## config.mk

```make
export PLATFORM = sky130hd
export DESIGN_NAME = rom_fsm_stim_gen_flat
export DESIGN_NICKNAME = d
export VERILOG_FILES = /design/src/rtl/rom_fsm_stim_gen_if.sv /design/src/rtl/rom_fsm_stim_gen.sv /design/src/flat_wrapper.sv
export SDC_FILE = /design/constraint.sdc
export NUM_CORES = 1
export LEC_CHECK = 0
export ABC_AREA = 1
export CELL_PAD_IN_SITES_DETAIL_PLACEMENT = 0
export CELL_PAD_IN_SITES_GLOBAL_PLACEMENT = 1
export CORE_ASPECT_RATIO = 1.1
export CORE_MARGIN = 2
export CORE_UTILIZATION = 50
export DETAILED_ROUTE_END_ITERATION = 16
export DONT_BUFFER_PORTS = 1
export PLACE_DENSITY = 0.82
export SLEW_MARGIN = 30
export SYNTH_ARGS = -nofsm -noshare
export SYNTH_HDL_FRONTEND = slang
export SYNTH_SLANG_ARGS = --single-unit
export TNS_END_PERCENT = 1
```

## constraint.sdc

```tcl
create_clock -name clk -period 3.5 [get_ports clk]
set_input_delay 0.35 -clock clk [delete_from_list [all_inputs] [get_ports clk]]
set_output_delay 0.35 -clock clk [all_outputs]
set_load 0.005 [all_outputs]
```

## src/rtl/rom_fsm_stim_gen_if.sv

```systemverilog
// Handshake and serial X/Z bundle for rom_fsm_stim_gen.
// The slave side is the stimulus engine; the master side is the host/bench,
// which also stands in for the ROM FSM by driving Z.
interface rom_fsm_stim_gen_if #(
  parameter int WIDTH = 8
);
  logic             start;
  logic [WIDTH-1:0] din;
  logic             ready;
  logic             busy;
  logic             X;
  logic             Z;
  logic [WIDTH-1:0] dout;
  logic             done;

  modport master (output start, din, Z, input ready, busy, X, dout, done);
  modport slave  (input start, din, Z, output ready, busy, X, dout, done);
endinterface

```

## src/rtl/rom_fsm_stim_gen.sv

```systemverilog
// Serial stimulus/response engine for ROM-table Mealy FSMs.
// Shifts a parallel word out on X one bit per cycle and captures the Mealy
// response Z into a parallel word, with a start/ready/done handshake.
// Build option: ROM_FSM_STIM_LSB_FIRST_EN selects LSB-first order
// (default MSB-first). Loopback of Z to X returns dout == din either way.
module rom_fsm_stim_gen #(
  parameter int WIDTH = 8
) (
  input  logic                clk,
  input  logic                rst,
  rom_fsm_stim_gen_if.slave   bus
);
  localparam int CW = (WIDTH > 1) ? $clog2(WIDTH) : 1;
  localparam logic [CW-1:0] LAST = CW'(WIDTH - 1);

  typedef enum logic [1:0] {IDLE = 2'd0, SHIFT = 2'd1, DONE = 2'd2} state_t;

  state_t           state, state_nxt;
  logic [WIDTH-1:0] shreg;   // stimulus bits not yet sent, next bit at the exit end
  logic [WIDTH-1:0] cap;
  logic [WIDTH-1:0] dout_r;
  logic [CW-1:0]    cnt;
  logic             x_r;
  logic             done_r;

  logic             last;
  logic             first_bit;
  logic             nxt_bit;
  logic [WIDTH-1:0] load_rem;
  logic [WIDTH-1:0] shreg_shift;
  logic [WIDTH-1:0] cap_nxt;

  assign last = (cnt == LAST);

`ifdef ROM_FSM_STIM_LSB_FIRST_EN
  // LSB-first: send din[0] first, Z enters at the top so loopback lines up
  assign first_bit   = bus.din[0];
  assign load_rem    = bus.din >> 1;
  assign nxt_bit     = shreg[0];
  assign shreg_shift = shreg >> 1;
  assign cap_nxt     = {bus.Z, cap[WIDTH-1:1]};
`else
  // MSB-first: send din[WIDTH-1] first, Z enters at the bottom
  assign first_bit   = bus.din[WIDTH-1];
  assign load_rem    = bus.din << 1;
  assign nxt_bit     = shreg[WIDTH-1];
  assign shreg_shift = shreg << 1;
  assign cap_nxt     = {cap[WIDTH-2:0], bus.Z};
`endif

  // State register
  always_ff @(posedge clk or posedge rst) begin
    if (rst) state <= IDLE;
    else     state <= state_nxt;
  end

  // Next-state logic; start only matters in IDLE
  always_comb begin
    state_nxt = state;
    case (state)
      IDLE:    if (bus.start) state_nxt = SHIFT;
      SHIFT:   if (last)      state_nxt = DONE;
      DONE:                   state_nxt = IDLE;
      default:                state_nxt = IDLE;
    endcase
  end

  // Datapath: load on accepted start, shift/capture in SHIFT, retire in DONE
  always_ff @(posedge clk or posedge rst) begin
    if (rst) begin
      shreg  <= '0;
      cap    <= '0;
      dout_r <= '0;
      cnt    <= '0;
      x_r    <= 1'b0;
      done_r <= 1'b0;
    end else begin
      case (state)
        IDLE: begin
          x_r <= 1'b0;
          if (bus.start) begin
            shreg <= load_rem;
            cnt   <= '0;
            cap   <= '0;
            x_r   <= first_bit;
          end
        end
        SHIFT: begin
          cap <= cap_nxt;
          if (last) begin
            dout_r <= cap_nxt;
            done_r <= 1'b1;
            x_r    <= 1'b0;
          end else begin
            x_r   <= nxt_bit;
            shreg <= shreg_shift;
            cnt   <= cnt + 1'b1;
          end
        end
        DONE:    done_r <= 1'b0;
        default: ;
      endcase
    end
  end

  assign bus.ready = (state == IDLE);
  assign bus.busy  = (state != IDLE);
  assign bus.X     = x_r;
  assign bus.dout  = dout_r;
  assign bus.done  = done_r;
endmodule

```

## src/flat_wrapper.sv

```systemverilog
// flat-port wrapper written by rule: the top's interface ports become plain ports
module rom_fsm_stim_gen_flat 
#(
  parameter int WIDTH = 8
)
  (clk, rst, bus_start, bus_din, bus_Z, bus_ready, bus_busy, bus_X, bus_dout, bus_done);
  rom_fsm_stim_gen_if #(.WIDTH(WIDTH)) bus_i ();
  input  logic clk;
  input  logic rst;
  input wire logic [$bits(bus_i.start)-1:0] bus_start;
  input wire logic [$bits(bus_i.din)-1:0] bus_din;
  input wire logic [$bits(bus_i.Z)-1:0] bus_Z;
  output wire logic [$bits(bus_i.ready)-1:0] bus_ready;
  output wire logic [$bits(bus_i.busy)-1:0] bus_busy;
  output wire logic [$bits(bus_i.X)-1:0] bus_X;
  output wire logic [$bits(bus_i.dout)-1:0] bus_dout;
  output wire logic [$bits(bus_i.done)-1:0] bus_done;
  assign bus_i.start = bus_start;
  assign bus_i.din = bus_din;
  assign bus_i.Z = bus_Z;
  assign bus_ready = bus_i.ready;
  assign bus_busy = bus_i.busy;
  assign bus_X = bus_i.X;
  assign bus_dout = bus_i.dout;
  assign bus_done = bus_i.done;
  rom_fsm_stim_gen #(.WIDTH(WIDTH)) u_core (.clk(clk), .rst(rst), .bus(bus_i));
endmodule
```

After elaboration in Yosys (flattened, before gate mapping)
Cells that the tools add are included.
{ "word_totals": {"regBits": 30, "out_inout_bits": 12} }
{ "classes": {"addsub": 1, "eq_ne": 6, "mux": 16, "n_reduce_logical": 9} }
{ "ops": {"columns": ["cell", "count"], "rows": [
  ["two-way mux 8 bit", 2],
  ["one-hot mux 8 bit (2 select lines)", 1],
  ["one-hot mux 7 bit (2 select lines)", 1],
  ["AND reduction 2 bit", 4],
  ["two-way mux 7 bit", 1],
  ["two-way mux 3 bit", 2],
  ["one-hot mux 3 bit (2 select lines)", 1],
  ["nonzero test 2 bit", 3],
  ["two-way mux 2 bit", 2],
  ["!= test 2 bit (second input constant)", 2],
  ["one-hot mux 1 bit (2 select lines)", 2],
  ["one-hot mux 2 bit (2 select lines)", 1],
  ["adder 3 x 1 -> 3 bit (second input constant)", 1],
  ["== test 3 bit (second input constant)", 1],
  ["two-way mux 1 bit", 3],
  ["AND reduction 3 bit", 1],
  ["== test 2 x 1 -> 1 bit (second input constant)", 1],
  ["== test 2 bit (second input constant)", 1],
  ["logical NOT 2 bit", 1],
  ["!= test 2 x 1 -> 1 bit (second input constant)", 1]
]} }

Depth between registers and ports, before layout
Gate-level depths: netlist of the first run.
{ "depth": {"word_depth": 3, "depth_mapped": 7, "depth_no_buf": 7} }

Worst setup path before layout of the first run
OpenSTA, ideal clock, no wires.
{ "synth_timing": {"path_kind": "register -> register", "startpoint": "register u_core.cnt[0]", "endpoint": "register u_core.shreg[2]", "arrival_time_ns": 1.225, "path_slack_ns": 2.158, "stages_incl_launch_ff": 8, "n_path_buf": 1, "synth_period_minus_slack_ns": 1.342, "cell_sequence": "dfrtp_1 ha_1 ha_1 inv_1 nand3_2 buf_4 nand3_2 nand2_1"} }
{ "synth_between": {"elab_chain_cells": 3} }
{ "synth_lines": {"columns": ["item", "line_no", "source"], "rows": [
  ["start: declaration", "rom_fsm_stim_gen.sv:22", "logic [CW-1:0] cnt;"],
  ["start signal: assignment", "rom_fsm_stim_gen.sv:97", "cnt <= cnt + 1'b1;"],
  ["== test 3 bit", "rom_fsm_stim_gen.sv:33", "assign last = (cnt == LAST);"],
  ["!= test 2 bit (no source line)", null, null],
  ["AND reduction 3 bit (no source line)", null, null],
  ["end signal: assignment", "rom_fsm_stim_gen.sv:82", "shreg <= load_rem;"],
  ["end signal: assignment", "rom_fsm_stim_gen.sv:96", "shreg <= shreg_shift;"],
  ["end: declaration", "rom_fsm_stim_gen.sv:19", "logic [WIDTH-1:0] shreg;"]
]} }
No other way between the ends.
A chain may end at the register's enable or synchronous reset.

Final worst setup path of the first run
{ "layout_timing": {"startpoint": "register u_core.cnt[0]", "endpoint": "register u_core.shreg[7]"} }
The elaborated chain is that of the path after synthesis.

==> results of run 1 <==
==> kinds of logic (layout without fill, tap and decap cells) <==
logic type / count (synthesis) / after routing / synth area share
and+or+nand+nor: 79 / 79 / 0.289
DFF: 29 / 29 / 0.525
adders and majority gates: 2 / 2 / 0.0181
buffers and inverters: 22 / 25 / 0.0851
AOI/OAI and AO/OA: 17 / 17 / 0.0833
==> worst max-delay path, cell delays in order, from the launching register on <==
cell and delay (ns):
dfrtp_1 0.42, ha_1 0.22, ha_1 0.21, inv_1 0.07, nand3_2 0.30, nand2_2 0.26, nand2_1 0.08, nand2_1 0.05
==> per-stage QoR <==
| stage | hold slack, ns | worst slack (ns) | cells |
|---|---|---|---|
| floorplan | 0.428 | 2.16 | 149 |
| global placement | 0.461 | 1.92 | 176 |
| detailed placement | 0.344 | 1.86 | 176 |
| CTS | 0.158 | 1.83 | 185 |
| global route | 0.153 | 1.70 | 185 |
| finish | 0.168 | 1.83 | 185 |
==> routing by layer <==
metal,vias up,track usage
met3,7,0.0783
met1,457,0.217
li1,474,-
met5,-,0
met2,16,0.287
met4,0,0.0964
==> sequential cells by signal, summed over array words and instances, names as in the netlist <==
name,cells
u_core.shreg,7
u_core.bus.dout,8
u_core.bus.done,1
u_core.state,2
u_core.cap,7
u_core.bus.X,1
u_core.cnt,3
==> Yosys cell counts, drive strengths merged <==
master  count
a21oi       1
buf         6
clkinv      1
dfrtp      29
ha          2
inv        15
nand2      57
nand3      18
nor2        4
o21ai      16
==> power by group <==
group	switching (uW)	total (uW)	leakage (uW)	internal, uW
Sequential	120	599	0.000367	479
Clock	118	234	0.0000413	116
Combinational	293	454	0.000336	161
Total	531	1290	0.000744	756
==> cell type report <==
| class | count | share of cell area |
|---|---|---|
| Clock buffer | 7 | 0.0450 |
| Clock inverter | 1 | 0.00346 |
| Inverter | 16 | 0.0415 |
| Multi-Input combinational cell | 98 | 0.373 |
| Sequential cell | 29 | 0.502 |
| Tap cell | 33 | 0.0285 |
| Timing Repair Buffer | 1 | 0.00692 |
==> path summary, 6_finish.rpt <==
path | startpoint | to | slack, ns | depth (start not counted)
setup / recovery | u_core.cnt[0] | u_core.shreg[7] | 1.83 | 7
max in group asynchronous | rst | u_core.bus.dout[5] | 2.56 | 2
min in group asynchronous | rst | u_core.bus.done | 0.53 | 2
hold / removal | bus_din[0] | u_core.shreg[1] | 0.17 | 2
hold reg to reg | u_core.cap[6] | u_core.bus.dout[7] | 0.49 | 2
setup reg to reg | u_core.cnt[0] | u_core.shreg[7] | 1.83 | 7
==> timing repair <==
item	CTS	global route
hold buffers	1	0
endpoints found under the hold margin	29	0
setup endpoints to repair	0	0
==> key figures, run 1 <==
Status
  • Status: complete, no violations

Routing
  • Total wire length: 2490 um
  • DRC viols: 0
  • TritonRoute pass-1 iters: 4
  • WL met3: 117 um
  • Metal2 WL: 1210 um
  • Wl on met1: 1110 um
  • Vias per cell: 5.16
  • Starting DRC count in detailed routing: 13
  • Routed vias: 954
  • Antenna-violating nets left: 0
  • Drt wl/cell: 13.5 um
  • Max layer used: met4

Floorplanning
  • Core area: 0.00270 mm2
  • Initial Utilization: 0.512
  • Num ports: 24
  • Die ar.: 0.00320 mm2
  • Cell Rows: 20
  • Die W: 54.1 um
  • Die Span Y: 59.2 um

STA
  • Clock Skew: 0.00895 ns
  • RSZ-0062 raised after global routing: false
  • TNS Setup: 0 ns
  • Final min period: 1.67 ns
  • Final worst-path cycle share: 0.476
  • Max-slew violations: 0
  • Final setup fails: 0
  • Slew @ Worst Pin: 0.598 ns
  • Hold Fails Final Rpt: 0
  • Max Fclk: 600 MHz
  • Max_slew headroom: 0.601

Synthesis
  • Share of Yosys cell area claimed by the top area cell type: 0.525
  • Cell taking the most area after synthesis: dfrtp_1
  • Cell Area, Synth: 0.00138 mm2
  • Syn avg cell area: 9.28 um2
  • Syn nets: 163
  • Ys Warns: 0
  • Sequential fraction of the synthesis area: 0.525
  • Ranking of synthesized cells by area: dfrtp_1, nand2_1, nand3_2
  • Synth unique cells: 19
  • Yosys reg bits: 29
  • Cells after Synth: 149

Clock tree
  • Root Driver: clkbuf_4
  • CTS resizes: 0
  • Worst-Skew Late Latency: 0.33 ns
  • Clock Path Buffers: 2
  • # Post-CTS Setup Buffers: 0
  • TritonCTS clock tree: yes
  • CTS buffer count: 5
  • CTS HTree Levels: 2
  • CTS Sinks: 29
  • Clk pin slew, worst setup/hold paths: 0.09 ns

Global routing
  • Initial antenna violation count: 0
  • Global-route wire length before repair: 4100 um
  • Overall Global Routing Usage: 0.186
  • Vias in the first global route: 928
  • Largest net degree at the start of global routing: 30
  • GRT overflow: 0

Worst hold path
  • Worst hold-check path type: input port to flop

Flow run
  • Max Cap Violations: 0

Worst setup path
  • Max Fanout on Critical Path: 12
  • Critical Path AT: 1.94 ns
  • Critical path required time: 3.77 ns
  • Crit path launch type: flop
  • Crit path kind: flop to flop
  • Setup crit end kind: flop

Finish
  • Nets: 165
  • Layout cells sized above 1: 0.230
  • Final Cell Area: 0.00145 mm2
  • Area of the multi-input gates: 539 um2
  • N_diodes: 0
  • Filler instances: 257
  • Area Growth Syn to Fin: 4.62%
  • Finished Core Util: 0.535
  • Register area: 726 um2
  • Most common cell after layout, fill and taps aside: nand2_1
  • Most frequent cells in the layout: nand2_1, dfrtp_1, inv_1, nand3_2

Pwr
  • Overall power: 1290 uW
  • Leak Pwr: 0.000744 uW
  • Peak supply drop: 0.393 mV
  • PD cells: 890 mW/mm2

Placement
  • GPL Wtd Cong: 0.755
  • Number of input and output port buffers inserted: 0
  • DP HPWL: 1750 um
  • Placed inst area: 0.00137 mm2
(Power assumes the default switching activity.)
==> run 2: changes to the inputs <==
Settings changed: CORE_UTILIZATION 50 to 46, PLACE_DENSITY 0.82 to 0.76.
Clock period 3.5 ns to 1.75 ns, I/O delays scaled along.
==> run 2 against run 1 <==
Effect of this change:
- maximum frequency increased by 11%
- combinational power increased by 120%
- sequential share of layout area decreased by 1.9 points
- die area increased by 8.1%
- critical path depth unchanged
- sequential cell count unchanged
- sequential power increased by 97%
- highest routed layer unchanged
- core utilization increased by 0.14 points
- worst setup slack got worse by 1.6 ns
- critical path type unchanged
- clock power increased by 66%
- final area increased by 4.0%
- clock skew decreased by 0.0014 ns
==> key figures, run 2 (same netlist as run 1, synthesis figures left out) <==
Placement
  • Number of input and output port buffers inserted: 0
  • GPL Wtd Cong: 0.733
  • DP HPWL: 1730 um

Global routing
  • Initial antenna violation count: 0
  • GRT overflow: 0
  • Largest net degree at the start of global routing: 30
  • Vias in the first global route: 971
  • Overall Global Routing Usage: 0.169
  • Global-route wire length before repair: 4350 um

Pwr
  • Peak supply drop: 1.11 mV
  • PD cells: 1690 mW/mm2
  • Clock network power share: 0.153
  • Pint: 1490 uW
  • Leak Pwr: 0.000770 uW
  • Combinational share of power: 0.384
  • NetSw: 1060 uW
  • Switch share: 0.416
  • Flop pwr share: 0.463

Floorplanning
  • Die ar.: 0.00346 mm2
  • Die W: 56.3 um
  • Initial Utilization: 0.493
  • Num ports: 24
  • Die Span Y: 61.5 um
  • Cell Rows: 20
  • Core area: 0.00280 mm2

Clock tree
  • TritonCTS clock tree: yes
  • CTS buffer count: 5
  • CTS resizes: 0
  • Post-CTS Hold Buffers: 4
  • CTS HTree Levels: 2
  • Worst-Skew Late Latency: 0.33 ns
  • Clock Path Buffers: 2
  • CTS Sinks: 29
  • # Post-CTS Setup Buffers: 0
  • Clk pin slew, worst setup/hold paths: 0.09 ns
  • Root Driver: clkbuf_4

Routing
  • TritonRoute pass-1 iters: 5
  • Antenna-violating nets left: 0
  • Routed vias: 944
  • Total wire length: 2390 um
  • Starting DRC count in detailed routing: 14
  • Vias per cell: 4.92
  • DRC viols: 0
  • Drt wl/cell: 12.4 um

STA
  • TNS Setup: 0 ns
  • RSZ-0062 raised after global routing: false
  • Max-slew violations: 0
  • Final hold slack: 0.0449 ns
  • Final worst-path cycle share: 0.861
  • Slew @ Worst Pin: 0.354 ns
  • Clock Skew: 0.00754 ns
  • Max Fclk: 664 MHz
  • Final min period: 1.51 ns
  • Hold Fails Final Rpt: 0
  • Max_slew headroom: 0.764
  • Final setup fails: 0

Finish
  • Area Growth Syn to Fin: 8.78%
  • Largest register FFs: 8
  • Layout cells sized above 1: 0.239
  • Register area: 726 um2
  • Filler instances: 284
  • Most common cell after layout, fill and taps aside: nand2_1
  • Area of the multi-input gates: 539 um2
  • N_diodes: 0
  • Most frequent cells in the layout: nand2_1, dfrtp_1, inv_1, nand3_2
  • Nets: 172

Worst hold path
  • Worst hold-check path type: input port to flop
  • Number of cells on the worst hold path: 4

Worst setup path
  • Cell family with most CP delay: flip-flops
  • Critical Path AT: 1.73 ns
  • Reg2Reg Depth: 7
  • Critical path required time: 1.97 ns
  • Setup crit end kind: flop
  • Max Fanout on Critical Path: 7
  • WP depth: 7
  • Critical-path top delay cell: dfrtp_1
  • Crit path launch type: flop
  • Crit path kind: flop to flop
  • CP max stage delay: 0.42 ns
  • CP Cell Sequence: ha_1 > ha_1 > inv_1 > nand3_2 > buf_4 > nand3_2 > nand2_1
  • Worst path bufs/invs: 2

Status
  • Status: complete, no violations

Flow run
  • Max Cap Violations: 0
==> run 2: changes by cell type in the layout (fill, tap and decap cells not counted), sizes merged <==
cell	previous run	this run
buf	0	4
clkbuf	7	5
clkinv	2	3
clkinvlp	0	1
dlygate4sd3	1	4
==> run 2: power groups by stage <==
stage                     Clock [uW]  Sequential (uW)  Combinational [uW]
after detailed placement           0             1200                 994
after global placement             0             1190                 973
after CTS                        407             1190                1010
after floorplan                    0             1130                 885
final                            389             1180                 978
after global routing             444             1220                1150
==> run 2: final timing paths <==
check                                     endpoint     startpoint  slack (ns)
worst min-delay path               u_core.shreg[4]     bus_din[3]        0.04
max in group asynchronous          u_core.shreg[7]            rst        1.13
min in group asynchronous          u_core.bus.done            rst        0.35
worst max-delay path               u_core.shreg[6]  u_core.cnt[0]        0.24
worst max register to register     u_core.shreg[6]  u_core.cnt[0]        0.24
worst min register to register  u_core.bus.dout[7]  u_core.cap[6]        0.50
==> run 2: layer usage <==
layer / track usage / wire (um) / vias to the layer above
li1: - / - / 488
met1: 0.183 / 1000 / 436
met2: 0.303 / 1240 / 16
met3: 0.0672 / 114 / 4
met4: 0.0680 / 31 / 0
met5: 0 / 0 / -
==> run 2: worst reg2reg max path, delay by kind of cell, from the launching register on <==
family        cells  cell delay, ns
fa+ha+maj         2            0.42
buf+inv           2            0.31
simple gates      3            0.26
flops             1            0.42
==> run 2: layout make-up <==
class | instances | area share
sequential | 29 | 0.483
multi-input combinational | 98 | 0.359
timing repair buffer | 8 | 0.0549
inverter | 16 | 0.0399
tap | 33 | 0.0275
clock buffer | 5 | 0.0250
clock inverter | 3 | 0.0116
==> run 2: stage by stage <==
step,cells,worst slack [ns],power (uW),instance area (um2),utilization
floorplan,149,0.408,2010,1380,-
global placement,180,0.288,2160,1410,0.503
detailed placement,180,0.247,2190,1410,0.503
CTS,192,0.237,2600,1500,0.537
global route,192,0.124,2810,1500,0.537
finish,192,0.244,2550,1500,0.537
==> run 3: changes to the inputs <==
Settings changed: MAX_ROUTING_LAYER set to met4.
==> run 3 against run 2 <==
Effect of this change:
- first-iteration DRC count stayed put
- core utilization stayed put
- register-to-register slack hardly changed
- non-clock buffer count stayed put
- via count is 0.11% lower
- combinational power hardly changed
- cell count stayed put
- clock power hardly changed
- final area stayed put
- clock skew is 0.00097 ns higher
- clock-buffer cell count stayed put
- critical path type unchanged
==> key figures, run 3 (same netlist as run 1, synthesis figures left out) <==
Status
  • Status: complete, no violations

Global routing
  • Global-route wire length before repair: 4340 um
  • Initial antenna violation count: 0
  • GRT overflow: 0
  • Vias in the first global route: 965
  • Overall Global Routing Usage: 0.175
  • Largest net degree at the start of global routing: 30

Worst setup path
  • CP max stage delay: 0.42 ns
  • Setup crit end kind: flop
  • Crit path kind: flop to flop
  • Cell family with most CP delay: flip-flops
  • Critical Path AT: 1.73 ns
  • Worst path bufs/invs: 2
  • Critical-path top delay cell: dfrtp_1
  • Max Fanout on Critical Path: 7
  • Crit path launch type: flop
  • CP Cell Sequence: ha_1 > ha_1 > inv_1 > nand3_2 > buf_4 > nand3_2 > nand2_1
  • Critical path required time: 1.97 ns

Finish
  • Most frequent cells in the layout: nand2_1, dfrtp_1, inv_1, nand3_2
  • Post-Layout Cell Count: 192
  • Nets: 172
  • Most common cell after layout, fill and taps aside: nand2_1
  • Largest register FFs: 8
  • Layout cells sized above 1: 0.239
  • Area Growth Syn to Fin: 8.78%
  • Final Cell Area: 0.00150 mm2
  • N_diodes: 0

Clock tree
  • Clk pin slew, worst setup/hold paths: 0.09 ns
  • CTS buffer count: 5
  • # Post-CTS Setup Buffers: 0
  • Clock Path Buffers: 2
  • Worst-Skew Late Latency: 0.33 ns
  • Post-CTS Hold Buffers: 4
  • CTS Sinks: 29
  • TritonCTS clock tree: yes
  • CTS resizes: 0
  • CTS HTree Levels: 2
  • Root Driver: clkbuf_4

Placement
  • DP HPWL: 1730 um
  • Placed Instances: 180
  • GPL Wtd Cong: 0.742
  • Placed inst area: 0.00141 mm2
  • Setup WS pre-CTS: 0.247 ns
  • Number of input and output port buffers inserted: 0

Routing
  • DRC viols: 0
  • Vias per cell: 4.91
  • Total wire length: 2390 um
  • TritonRoute pass-1 iters: 5
  • Antenna-violating nets left: 0
  • Routed vias: 943
  • Drt wl/cell: 12.5 um
  • Starting DRC count in detailed routing: 14

STA
  • Final setup fails: 0
  • Final min period: 1.50 ns
  • Hold Fails Final Rpt: 0
  • Post-route setup slack: 0.246 ns
  • Max Fclk: 665 MHz
  • RSZ-0062 raised after global routing: false
  • TNS Setup: 0 ns
  • Clock Skew: 0.00852 ns
  • Max_slew headroom: 0.764
  • Max-slew violations: 0
  • Final worst-path cycle share: 0.860
  • Slew @ Worst Pin: 0.354 ns

Pwr
  • Peak supply drop: 1.12 mV
  • Leak Pwr: 0.000770 uW
  • PD cells: 1690 mW/mm2
  • Overall power: 2550 uW

Flow run
  • Max Cap Violations: 0

Floorplanning
  • Die Span Y: 61.5 um
  • Die ar.: 0.00346 mm2
  • Initial Utilization: 0.493
  • Cell Rows: 20
  • Die W: 56.3 um
  • Num ports: 24
  • Core area: 0.00280 mm2

Worst hold path
  • Worst hold-check path type: input port to flop
-- run 3: area by class of cell --
class / instances / area [um2]
fill: 284 / 1300
sequential: 29 / 726
multi-input combinational: 98 / 539
timing repair buffer: 8 / 82.6
inverter: 16 / 60.1
tap: 33 / 41.3
clock buffer: 5 / 37.5
clock inverter: 3 / 17.5
-- run 3: worst paths after layout --
check                                       end     startpoint  depth (start not counted)  slack (ns)
worst max-delay path            u_core.shreg[6]  u_core.cnt[0]                          7        0.25
worst min-delay path            u_core.shreg[4]     bus_din[3]                          4        0.04
worst max register to register  u_core.shreg[6]  u_core.cnt[0]                          7        0.25
worst min register to register    u_core.cap[1]  u_core.cap[1]                          2        0.50
max in group asynchronous       u_core.shreg[7]            rst                          3        1.13
min in group asynchronous       u_core.bus.done            rst                          3        0.35
-- run 3: power by group --
group | internal, uW | leakage (uW) | total (uW) | switching, uW
Clock | 151 | 0.0000310 | 390 | 239
Combinational | 377 | 0.000372 | 977 | 600
Sequential | 959 | 0.000367 | 1180 | 221
-- run 3: per-layer routing --
| metal | global-route usage | vias to the layer above | share of wire | wire length [um] |
|---|---|---|---|---|
| met5 | - | - | 0 | 0 |
| met4 | 0.0680 | 0 | 0.015 | 36 |
| met3 | 0.0672 | 5 | 0.051 | 123 |
| met2 | 0.303 | 15 | 0.52 | 1240 |
| met1 | 0.183 | 435 | 0.42 | 998 |
| li1 | - | 488 | - | - |
-- run 3: worst reg2reg max path, stage by stage, from the launching register on --
cell and delay [ns]:
dfrtp_1 0.42, ha_1 0.21, ha_1 0.21, inv_1 0.08
nand3_2 0.15, buf_4 0.23, nand3_2 0.06, nand2_1 0.05
-- run 3: through the flow --
stage / util / hold slack (ns)
finish: 0.537 / 0.0422
global route: 0.537 / 0.0448
CTS: 0.537 / 0.0322
detailed placement: 0.503 / 0.157
global placement: 0.503 / 0.155
floorplan: - / 0.253
